--- src/rtl/keypad_pkg.sv ---
// Shared types, key codes and the row/column keymap for the 4x4 keypad setpoint reader.
package keypad_pkg;

    localparam int NUM_ROWS = 4;
    localparam int NUM_COLS = 4;

    typedef enum logic [1:0] {
        ST_IDLE    = 2'd0,
        ST_CONFIRM = 2'd1,
        ST_HELD    = 2'd2,
        ST_RELEASE = 2'd3
    } deb_state_t;

    localparam logic [3:0] KEY_A    = 4'd10;
    localparam logic [3:0] KEY_B    = 4'd11;
    localparam logic [3:0] KEY_C    = 4'd12;
    localparam logic [3:0] KEY_D    = 4'd13;
    localparam logic [3:0] KEY_STAR = 4'd14;
    localparam logic [3:0] KEY_HASH = 4'd15;

    function automatic logic [3:0] keymap(input logic [1:0] r, input logic [1:0] c);
        logic [3:0] code;
        case ({r, c})
            4'h0:    code = 4'd1;
            4'h1:    code = 4'd2;
            4'h2:    code = 4'd3;
            4'h3:    code = KEY_A;
            4'h4:    code = 4'd4;
            4'h5:    code = 4'd5;
            4'h6:    code = 4'd6;
            4'h7:    code = KEY_B;
            4'h8:    code = 4'd7;
            4'h9:    code = 4'd8;
            4'hA:    code = 4'd9;
            4'hB:    code = KEY_C;
            4'hC:    code = KEY_STAR;
            4'hD:    code = 4'd0;
            4'hE:    code = KEY_HASH;
            4'hF:    code = KEY_D;
            default: code = 4'd0;
        endcase
        return code;
    endfunction

endpackage

--- src/rtl/keypad_frame_scanner.sv ---
// Column scanner: divider, one-low column drive, 2-flop row synchronizer and frame capture.
module keypad_frame_scanner
    import keypad_pkg::*;
#(
    parameter int SCAN_DIV = 50000
) (
    input  logic        clk,
    input  logic        reset,
    input  logic [3:0]  row,
    output logic [3:0]  col,
    output logic [15:0] frame,
    output logic        frame_done
);

    localparam int DIV_W = (SCAN_DIV > 1) ? $clog2(SCAN_DIV) : 1;

    logic [DIV_W-1:0] div_r;
    logic [1:0]       col_idx_r;
    logic [3:0]       col_r;
    logic [3:0]       row_meta_r;
    logic [3:0]       row_sync_r;
    logic [15:0]      frame_r;
    logic             tick_s;
    logic [15:0]      frame_s;

    assign tick_s = (div_r == DIV_W'(SCAN_DIV - 1));

    // Frame bit c*4+r is set when key (r,c) reads pressed; the live slot is merged so the
    // debouncer sees the complete frame on the column-3 tick itself.
    always_comb begin
        frame_s = frame_r;
        frame_s[{col_idx_r, 2'b00} +: 4] = ~row_sync_r;
    end

    // Divider, column rotation, row synchronizer and per-column capture.
    always_ff @(posedge clk) begin
        if (reset) begin
            div_r      <= '0;
            col_idx_r  <= 2'd0;
            col_r      <= 4'b1110;
            row_meta_r <= 4'b1111;
            row_sync_r <= 4'b1111;
            frame_r    <= 16'd0;
        end else begin
            row_meta_r <= row;
            row_sync_r <= row_meta_r;
            if (tick_s) begin
                div_r     <= '0;
                col_idx_r <= col_idx_r + 2'd1;
                col_r     <= {col_r[2:0], col_r[3]};
                frame_r   <= frame_s;
            end else begin
                div_r <= div_r + DIV_W'(1);
            end
        end
    end

    assign col        = col_r;
    assign frame      = frame_s;
    assign frame_done = tick_s & (col_idx_r == 2'd3);

endmodule

--- src/rtl/keypad_setpoint_reader.sv ---
// 4x4 keypad reader: frame debouncer with single-key decode and a 4-digit decimal setpoint entry.
module keypad_setpoint_reader
    import keypad_pkg::*;
#(
    parameter int SCAN_DIV        = 50000,
    parameter int DEBOUNCE_FRAMES = 4
) (
    input  logic        clk,
    input  logic        reset,
    input  logic [3:0]  row,
    output logic [3:0]  col,
    output logic        key_valid,
    output logic [3:0]  key_code,
    output logic        key_held,
    output logic [13:0] entry,
    output logic [2:0]  digit_cnt,
    output logic [13:0] setpoint,
    output logic        setpoint_valid
);

    localparam logic [7:0] DEB_N = 8'(DEBOUNCE_FRAMES);

    logic [15:0] frame_s;
    logic        frame_done_s;
    logic [4:0]  hits_s;
    logic [3:0]  hit_idx_s;
    logic [3:0]  hit_code_s;
    logic        is_none_s;
    logic        is_single_s;

    deb_state_t  state_r;
    logic [7:0]  cnt_r;
    logic [3:0]  cand_r;
    logic        key_valid_r;
    logic [3:0]  key_code_r;
    logic        key_held_r;
    logic [13:0] entry_r;
    logic [2:0]  digit_cnt_r;
    logic [13:0] setpoint_r;
    logic        setpoint_valid_r;

    keypad_frame_scanner #(.SCAN_DIV(SCAN_DIV)) u_scanner (
        .clk        (clk),
        .reset      (reset),
        .row        (row),
        .col        (col),
        .frame      (frame_s),
        .frame_done (frame_done_s)
    );

    // Classify the frame by key count and locate the key when there is exactly one.
    always_comb begin
        hits_s    = 5'd0;
        hit_idx_s = 4'd0;
        for (int i = 0; i < 16; i++) begin
            hits_s    = hits_s + {4'd0, frame_s[i]};
            hit_idx_s = frame_s[i] ? 4'(i) : hit_idx_s;
        end
    end

    assign hit_code_s  = keymap(hit_idx_s[1:0], hit_idx_s[3:2]);
    assign is_none_s   = (hits_s == 5'd0);
    assign is_single_s = (hits_s == 5'd1);

    // Debounce FSM, advanced once per completed frame.
    always_ff @(posedge clk) begin
        if (reset) begin
            state_r     <= ST_IDLE;
            cnt_r       <= 8'd0;
            cand_r      <= 4'd0;
            key_valid_r <= 1'b0;
            key_code_r  <= 4'd0;
            key_held_r  <= 1'b0;
        end else begin
            key_valid_r <= 1'b0;
            if (frame_done_s) begin
                case (state_r)
                    ST_IDLE: begin
                        if (is_single_s) begin
                            cand_r <= hit_code_s;
                            if (DEB_N <= 8'd1) begin
                                key_valid_r <= 1'b1;
                                key_code_r  <= hit_code_s;
                                key_held_r  <= 1'b1;
                                cnt_r       <= 8'd0;
                                state_r     <= ST_HELD;
                            end else begin
                                cnt_r   <= 8'd1;
                                state_r <= ST_CONFIRM;
                            end
                        end else begin
                            state_r <= ST_IDLE;
                        end
                    end
                    ST_CONFIRM: begin
                        if (is_single_s && (hit_code_s == cand_r)) begin
                            if ((cnt_r + 8'd1) >= DEB_N) begin
                                key_valid_r <= 1'b1;
                                key_code_r  <= cand_r;
                                key_held_r  <= 1'b1;
                                cnt_r       <= 8'd0;
                                state_r     <= ST_HELD;
                            end else begin
                                cnt_r <= cnt_r + 8'd1;
                            end
                        end else begin
                            cnt_r   <= 8'd0;
                            state_r <= ST_IDLE;
                        end
                    end
                    ST_HELD: begin
                        if (is_none_s) begin
                            if (DEB_N <= 8'd1) begin
                                key_held_r <= 1'b0;
                                cnt_r      <= 8'd0;
                                state_r    <= ST_IDLE;
                            end else begin
                                cnt_r   <= 8'd1;
                                state_r <= ST_RELEASE;
                            end
                        end else begin
                            state_r <= ST_HELD;
                        end
                    end
                    ST_RELEASE: begin
                        if (is_none_s) begin
                            if ((cnt_r + 8'd1) >= DEB_N) begin
                                key_held_r <= 1'b0;
                                cnt_r      <= 8'd0;
                                state_r    <= ST_IDLE;
                            end else begin
                                cnt_r <= cnt_r + 8'd1;
                            end
                        end else begin
                            cnt_r   <= 8'd0;
                            state_r <= ST_HELD;
                        end
                    end
                    default: begin
                        key_held_r <= 1'b0;
                        cnt_r      <= 8'd0;
                        state_r    <= ST_IDLE;
                    end
                endcase
            end
        end
    end

    // Setpoint entry: digits accumulate up to four, * clears, # commits a non-empty entry.
    always_ff @(posedge clk) begin
        if (reset) begin
            entry_r          <= 14'd0;
            digit_cnt_r      <= 3'd0;
            setpoint_r       <= 14'd0;
            setpoint_valid_r <= 1'b0;
        end else begin
            setpoint_valid_r <= 1'b0;
            if (key_valid_r) begin
                if (key_code_r <= 4'd9) begin
                    if (digit_cnt_r < 3'd4) begin
                        entry_r     <= entry_r * 14'd10 + {10'd0, key_code_r};
                        digit_cnt_r <= digit_cnt_r + 3'd1;
                    end
                end else if (key_code_r == KEY_STAR) begin
                    entry_r     <= 14'd0;
                    digit_cnt_r <= 3'd0;
                end else if ((key_code_r == KEY_HASH) && (digit_cnt_r != 3'd0)) begin
                    setpoint_r       <= entry_r;
                    setpoint_valid_r <= 1'b1;
                    entry_r          <= 14'd0;
                    digit_cnt_r      <= 3'd0;
                end
            end
        end
    end

    assign key_valid      = key_valid_r;
    assign key_code       = key_code_r;
    assign key_held       = key_held_r;
    assign entry          = entry_r;
    assign digit_cnt      = digit_cnt_r;
    assign setpoint       = setpoint_r;
    assign setpoint_valid = setpoint_valid_r;

endmodule

--- config.mk ---
export PLATFORM = sky130hd
export DESIGN_NAME = keypad_setpoint_reader
export DESIGN_NICKNAME = d
export VERILOG_FILES = /design/src/rtl/keypad_pkg.sv /design/src/rtl/keypad_frame_scanner.sv /design/src/rtl/keypad_setpoint_reader.sv
export SDC_FILE = /design/constraint.sdc
export NUM_CORES = 1
export LEC_CHECK = 0
export CAP_MARGIN = 10
export CORE_MARGIN = 1.5
export CORE_UTILIZATION = 30
export CTS_CLUSTER_SIZE = 40
export DETAILED_ROUTE_END_ITERATION = 16
export PLACE_DENSITY_LB_ADDON = 0.05
export SLEW_MARGIN = 40
export SYNTH_ARGS = -nofsm -noshare
export SYNTH_HDL_FRONTEND = slang
export SYNTH_HIERARCHICAL = 1
export SYNTH_SLANG_ARGS = --single-unit
export TNS_END_PERCENT = 30
--- constraint.sdc ---
create_clock -name clk -period 10.11 [get_ports clk]
set_clock_uncertainty 0.2 [all_clocks]
set_input_delay 1.5165 -clock clk [delete_from_list [all_inputs] [get_ports clk]]
set_output_delay 1.5165 -clock clk [all_outputs]
set_load 0.05 [all_outputs]
# After elaboration in Yosys (flattened, before gate mapping)
# Memories as Yosys holds them, arrays and structs flattened.
# Index checks and enable logic that the tools add are counted.
dict set report word_totals {
  mem_count 1
  output_inout_bits 42
  regBits 98
  rom_bits 64
}
# memory depth width read_ports rd_ports_with_merged_regs wr line
set mem_list {}
lappend mem_list {{(no name shown)} 16 4 1 0 0 keypad_pkg.sv:23} ;# case ({r, c})
dict set report op_classes {
  mul 1
  n_eq_ne 18
  order_cmp 3
  n_bitwise 8
  addsub 21
  mux 44
  n_shift 2
  n_reduce_logical 17
}
# op n
set op_table {}
lappend op_table {{$mux 14} 4}
lappend op_table {{$add 5x1->5} 11}
lappend op_table {{$mux 8} 5}
lappend op_table {{$mux 4} 8}
lappend op_table {{$pmux 8 s4} 1}
lappend op_table {{$mux 3} 8}
lappend op_table {{$add 16x1->16 const B} 1}
lappend op_table {{$bwmux 16} 1}
lappend op_table {{$eq 16x16->1 const B} 1}
lappend op_table {{$shift 4x6->16 const A} 1}
lappend op_table {{$shiftx 4x6->16} 1}
lappend op_table {{$add 14x4->14} 1}
lappend op_table {{$mul 14x3->13 const B} 1}
lappend op_table {{$mux 2} 6}
lappend op_table {{$ne 2x2->1 const B} 6}
lappend op_table {{$reduce_and 3->1} 4}
lappend op_table {{$mux 1} 9}
lappend op_table {{$add 8x1->8 const B} 1}
lappend op_table {{$eq 4x4->1 const B} 2}
lappend op_table {{$ge 8x3->1 const B} 1}
lappend op_table {{$pmux 2 s4} 1}
lappend op_table {{$reduce_and 4->1} 2}
lappend op_table {{$reduce_or 4->1} 2}
lappend op_table {{$eq 2x2->1 const B} 3}
lappend op_table {{25 further kinds} 33}

# Logic depth before layout (Yosys ltp)
# An unclocked memory read counts as a cell.
dict set report depth {
  depth_word 23
  depth_mapped 26
  depth_no_buf 23
}

# Cells and area by module
# The synthesis kept the hierarchy.
# module area_each_um2 cells_per_inst n_inst
set modules_own_cells {}
lappend modules_own_cells {keypad_setpoint_reader 3681.0 421 1}
lappend modules_own_cells {keypad_frame_scanner 2060.7 228 1}

# Worst setup path after synthesis
# No wires, ideal clock.
dict set report synth_path {
  path_kind {register to register}
  from {register u_scanner.col_idx_r[0]}
  to {register key_code_r[0], in the netlist key_code[0]}
  setup_slack_ps 3255
  n_path_buf 3
  synth_period_minus_slack_ps 6855
  required_time_ps 9838
  path_stages_with_launch 27
  setup_time_ps 72
  t_arrival_ps 6583
  cell_sequence {dfxtp_1 buf_2 inv_1 ha_1 or3b_1 buf_6 o32ai_2 inv_1 fa_1 inv_1 fa_1 fa_1 inv_1 fa_1 inv_1 ha_1 inv_1 fa_1 a211oi_1 mux2_2 nand3_1 or3b_2 or3_2 and4bb_1 and3b_1 buf_6 mux2i_1}
}
dict set report synth_via {
  elab_cells_between_ends 41
  cone_classes {add/sub (16); eq/ne (3); shift (2); mux (16); bitwise (1); reduce/logical (2); memory (1)}
}
# element line
set synth_lines {}
lappend synth_lines {{start, declared} keypad_frame_scanner.sv:18} ;# logic [1:0] col_idx_r;
lappend synth_lines {{start signal, assigned} keypad_frame_scanner.sv:49} ;# col_idx_r <= col_idx_r + 2'd1;
lappend synth_lines {{$neg 4->6 (*)} keypad_frame_scanner.sv:32} ;# frame_s[{col_idx_r, 2'b00} +: 4] = ~row_sync_r;
lappend synth_lines {{$shiftx 4x6->16 / $shift 4x6->16 (equally long branches)} keypad_frame_scanner.sv:32}
lappend synth_lines {{$bwmux 16 (*)} keypad_frame_scanner.sv:32}
lappend synth_lines {{net frame_s[5]} keypad_setpoint_reader.sv:23} ;# logic [15:0] frame_s;
lappend synth_lines {{parallel branches: the longest is 13 deep, another holds $add 5x1->5} --}
lappend synth_lines {{$logic_and 1x1->1 (*)} keypad_setpoint_reader.sv:96} ;# if (is_single_s && (hit_code_s == cand_r)) begin
lappend synth_lines {{$reduce_and 4->1 (no line) (*)} --}
lappend synth_lines {{end signal, assigned} keypad_setpoint_reader.sv:83} ;# key_code_r <= hit_code_s;
lappend synth_lines {{end signal, assigned} keypad_setpoint_reader.sv:99} ;# key_code_r <= cand_r;
lappend synth_lines {{end, declared} keypad_setpoint_reader.sv:35} ;# logic [3:0] key_code_r;
# Mark *: on every way through the listed nets, which the timed path passes.
# A chain may end at the register's enable or synchronous reset.

# Worst setup path in the final report
dict set report layout_path {
  from {register u_scanner.col_idx_r[0]}
  to {register cnt_r[1]}
}
dict set report layout_via {
  elab_cells_between_ends 47
  cone_classes {add/sub (16); eq/ne (5); shift (2); mux (19); bitwise (1); reduce/logical (3); memory (1)}
}
# element line
set layout_lines {}
lappend layout_lines {{$neg 4->6 (*)} keypad_frame_scanner.sv:32}
lappend layout_lines {{$shiftx 4x6->16 / $shift 4x6->16 (equally long branches)} keypad_frame_scanner.sv:32}
lappend layout_lines {{$bwmux 16 (*)} keypad_frame_scanner.sv:32}
lappend layout_lines {{net frame_s[5]} keypad_setpoint_reader.sv:23}
lappend layout_lines {{parallel branches: the longest is 16 deep, another holds $add 5x1->5} --}
lappend layout_lines {{end signal, assigned} keypad_setpoint_reader.sv:104} ;# cnt_r <= cnt_r + 8'd1;
lappend layout_lines {{end signal, assigned} keypad_setpoint_reader.sv:132} ;# cnt_r <= cnt_r + 8'd1;
lappend layout_lines {{end, declared} keypad_setpoint_reader.sv:32} ;# logic [7:0] cnt_r;
# Marked as above.

==> flow_summary_export.csv <==
group,metric,value,unit
cts,postCtsSetupRepairBufs,0,
hold_path,worstHoldPathCells,1,
cts,clk-insertion-delay-late,0.34,ns
worst_setup_path,cp_slowest_cell,"fa_1",
timing,finalHoldViolCount,0,
power_and_ir_drop,power.total,0.7636,mW
layout,fillerInstances,1951,
synthesis,async_flop_share,0,
die,die_x,141.3,um
timing,worst_pin_slew,0.8106,ns
worst_setup_path,rr_worst_depth,23,
timing,fin_crit_sh,0.7455,
power_and_ir_drop,clock_power_share,0.448,
synthesis,synth-main-ff-cell,"dfxtp_1",
route,wire_per_inst,14.01,um
route,drt_iter0_drc,217,
synthesis,synth_enable_flop_cells,0,
worst_setup_path,rrSetupSlack,2.57,ns
synthesis,yosysWarnings,6,
route,firstDrtPassIters,5,
route,drc,0,
route,drt_wl_total,12960,um
die,start_util,0.3059,
worst_setup_path,r2r_start,"u_scanner/col_idx_r[0]",
power_and_ir_drop,seq_power_share,0.512,
timing,setup-violations-final,0,
layout,final_cell_mix,"98 x dfxtp_1, 92 x nor2_1, 57 x inv_1",
place,portBuffers,47,
worst_setup_path,setup.worst_path.end_class,"flop",
power_and_ir_drop,ir_drop,0.07505,mV
timing,max_slew_margin,0.4596,
cts,holdBufCountCts,0,
worst_setup_path,path_depth,23,
die,core_area,0.01877,mm^2
outcome,status,"completed",
layout,layout-drive-gt1-share,0.07815,
layout,final_nets,745,
worst_setup_path,path_common_cell,"inv_1",
route,via_count,4545,
synthesis,ys_types,67,
synthesis,syn_area,0.005742,mm^2
die,die_h,141.3,um
worst_setup_path,path_max_fanout,11,
power_and_ir_drop,swShare,0.2230,
die,pin_count,48,
timing,finalSetupTns,0,ns
cts,htree_levels,3,
synthesis,avgSynthCellArea,8.847,um^2
hold_path,holdPathEnd,"u_scanner/row_sync_r[3]",
die,rows,50,
synthesis,synth_nets,708,
hold_path,hold_path.class,"flop to flop",
cts,cts-root-buf,"clkbuf_16",
power_and_ir_drop,p_leak,2.729,nW
grt,grt_use_total,0.1377,
route,viasPerCell,4.914,
place,routabilityCongestion,0.7922,
timing,fmaxAchievable,132.7,MHz
grt,grt_overflow,0,
worst_setup_path,cp_data_required_time,10.14,ns
cts,clk_path_buf_depth,2,
route,ant_nets,0,
place,dp_hpwl,9482,um
grt,grt_pass1_wl,22160,um
cts,ctsResizeCount,0,
timing,report.final.slew_viol_count,0,
worst_setup_path,path_cells,"inv_1 -> ha_1 -> or3b_1 -> o32ai_2 -> inv_1 -> fa_1 -> inv_1 -> fa_1 -> fa_1 -> inv_1 -> fa_1 -> inv_1 -> ha_1 -> inv_1 -> fa_1 -> a211oi_1 -> mux2_2 -> nand3_1 -> or3b_2 -> or3_2 -> and4bb_1 -> a21boi_0 -> o41ai_1",
worst_setup_path,path_class,"flop to flop",
hold_path,worstHoldStart,"u_scanner/row_meta_r[3]",
cts,path_clk_slew,0.07,ns
power_and_ir_drop,combPwrFrac,0.041,
worst_setup_path,crit_path_max_incr_delay,0.55,ns
grt,grt_start_max_net_pins,85,
power_and_ir_drop,p_switching,0.1702,mW
worst_setup_path,worstPathArrival,7.56,ns
grt,grt_pass1_vias,4370,
die,die_area,0.01998,mm^2
worst_setup_path,worst-path-buf-inv,6,
worst_setup_path,cp_top_family,"adder cells",
cts,cts_tree,"yes",
power_and_ir_drop,internal-power,0.5933,mW
synthesis,synth_cells,649,
job,max_cap_viol_count,0,
grt,antenna_found_initial,0,
timing,min_period,7.537,ns
layout,final_common_cell,"dfxtp_1",
power_and_ir_drop,p_per_area,113.9,mW/mm^2
worst_setup_path,r2r_end,"cnt_r[1]",
synthesis,ys_ff_latch,98,
worst_setup_path,cp-start-kind,"flop",
layout,syn2layout_area_growth,16.78,%
layout,diodes,0,
cts,cts_made_buffers,9,
timing,grt_setup_unrepaired,"false",
cts,numClockSinks,98,
synthesis,yosysSeqAreaShare,0.3417,
-- final cells by class --
cell class / instances / area, um^2 / area share
Sequential cell: 98 / 1962 / 0.2926
Clock inverter: 6 / 65.06 / 0.009703
Inverter: 57 / 214.0 / 0.03191
Timing Repair Buffer: 49 / 484.2 / 0.07221
Multi-Input combinational cell: 471 / 3458 / 0.5158
Clock buffer: 10 / 229.0 / 0.03415
Tap cell: 234 / 292.8 / 0.04366
-- power by group through the flow --
stage / Sequential, mW / Combinational (mW) / Clock, mW
6_report: 0.391 / 0.0311 / 0.342
5_1_grt: 0.391 / 0.0356 / 0.378
4_1_cts: 0.390 / 0.0318 / 0.361
3_5_place_dp: 0.399 / 0.0315 / 0
3_3_place_gp: 0.399 / 0.0311 / 0
2_1_floorplan: 0.399 / 0.0233 / 0
-- worst register-to-register path, stage by stage (launching register included) --
cell      delay (ns)
dfxtp_1         0.51
inv_1           0.14
ha_1            0.35
or3b_1          0.52
o32ai_2         0.51
inv_1           0.15
fa_1            0.55
inv_1           0.05
fa_1            0.45
fa_1            0.51
inv_1           0.05
fa_1            0.43
inv_1           0.08
ha_1            0.16
inv_1           0.05
fa_1            0.38
a211oi_1        0.22
mux2_2          0.19
nand3_1         0.16
or3b_2          0.53
or3_2           0.41
and4bb_1        0.31
a21boi_0        0.16
o41ai_1         0.36
-- metrics by stage --
step / instance area [um^2] / std cells / hold slack [ns] / utilization / worst slack [ns]
6_report: 6705 / 925 / 0.2088 / 0.3573 / 2.573
2_1_floorplan: 5742 / 649 / 0.1895 / - / 3.255
4_1_cts: 6695 / 925 / 0.2098 / 0.3567 / 2.549
3_5_place_dp: 6401 / 909 / 0.1928 / 0.3411 / 2.571
5_1_grt: 6705 / 925 / 0.2321 / 0.3573 / 2.104
3_3_place_gp: 6401 / 909 / 0.1924 / 0.3411 / 2.910
-- cells by family (layout without fill, tap and decap cells) --
logic type      after synthesis  count (layout)  synth area share
compound gates              117             117            0.1586
xor+xnor                     34              34           0.05186
fa+ha+maj                    53              53            0.1312
buf+inv                      80             122           0.05709
flops                        98              98            0.3417
mux                          24              24           0.04227
simple gates                243             243            0.2173
-- metal layers --
metal	vias up	share of wire	GRT usage	wire length, um
li1	2338	-	-	-
met3	11	0.028	0.02092	366
met2	71	0.46	0.2237	5901
met5	-	0	0	0
met4	0	0.014	0.05263	182
met1	2125	0.50	0.1844	6508
-- cell usage after synthesis (all sizes together), types with 3 or more instances --
library cell | number | area share
o21a | 5 | 0.0065
a2111oi | 3 | 0.0078
or3 | 3 | 0.0035
a21oi | 19 | 0.017
o31ai | 3 | 0.0039
nand4 | 7 | 0.0076
inv | 57 | 0.037
a21o | 6 | 0.0081
and2 | 8 | 0.0087
nor4 | 11 | 0.012
or2 | 11 | 0.012
and3b | 3 | 0.0046
buf | 12 | 0.013
a211oi | 19 | 0.025
o21ai | 16 | 0.014
a22oi | 11 | 0.014
nor2b | 3 | 0.0033
nand2b | 13 | 0.014
nand3 | 14 | 0.013
nand2 | 35 | 0.023
nand3b | 8 | 0.010
xor2 | 13 | 0.020
xnor2 | 21 | 0.032
o22ai | 8 | 0.0087
fa | 12 | 0.042
nor2 | 92 | 0.060
ha | 41 | 0.089
or3b | 8 | 0.012
mux2i | 22 | 0.038
o32ai | 9 | 0.024
dfxtp | 98 | 0.34
nor3 | 14 | 0.012
clkbuf | 11 | 0.0072
-- worst max path at each step --
stage                                 startpoint     endpoint
after global placement    u_scanner/col_idx_r[0]     cnt_r[1]
final                     u_scanner/col_idx_r[0]     cnt_r[1]
after global routing      u_scanner/col_idx_r[0]     cnt_r[1]
after detailed placement  u_scanner/col_idx_r[0]     cnt_r[1]
after CTS                 u_scanner/col_idx_r[0]     cnt_r[1]
after floorplan           u_scanner/col_idx_r[0]  key_code[0]
-- flip-flops by register name (all words and copies together), names as in the netlist, 3 cells and up --
signal                count
u_scanner/col             4
u_scanner/frame_r        16
u_scanner/row_meta_r      4
cnt_r                     8
u_scanner/row_sync_r      4
entry                    14
cand_r                    4
digit_cnt                 3
key_code                  4
u_scanner/div_r          16
setpoint                 14
Note: power is estimated with default switching activity, not from simulation.
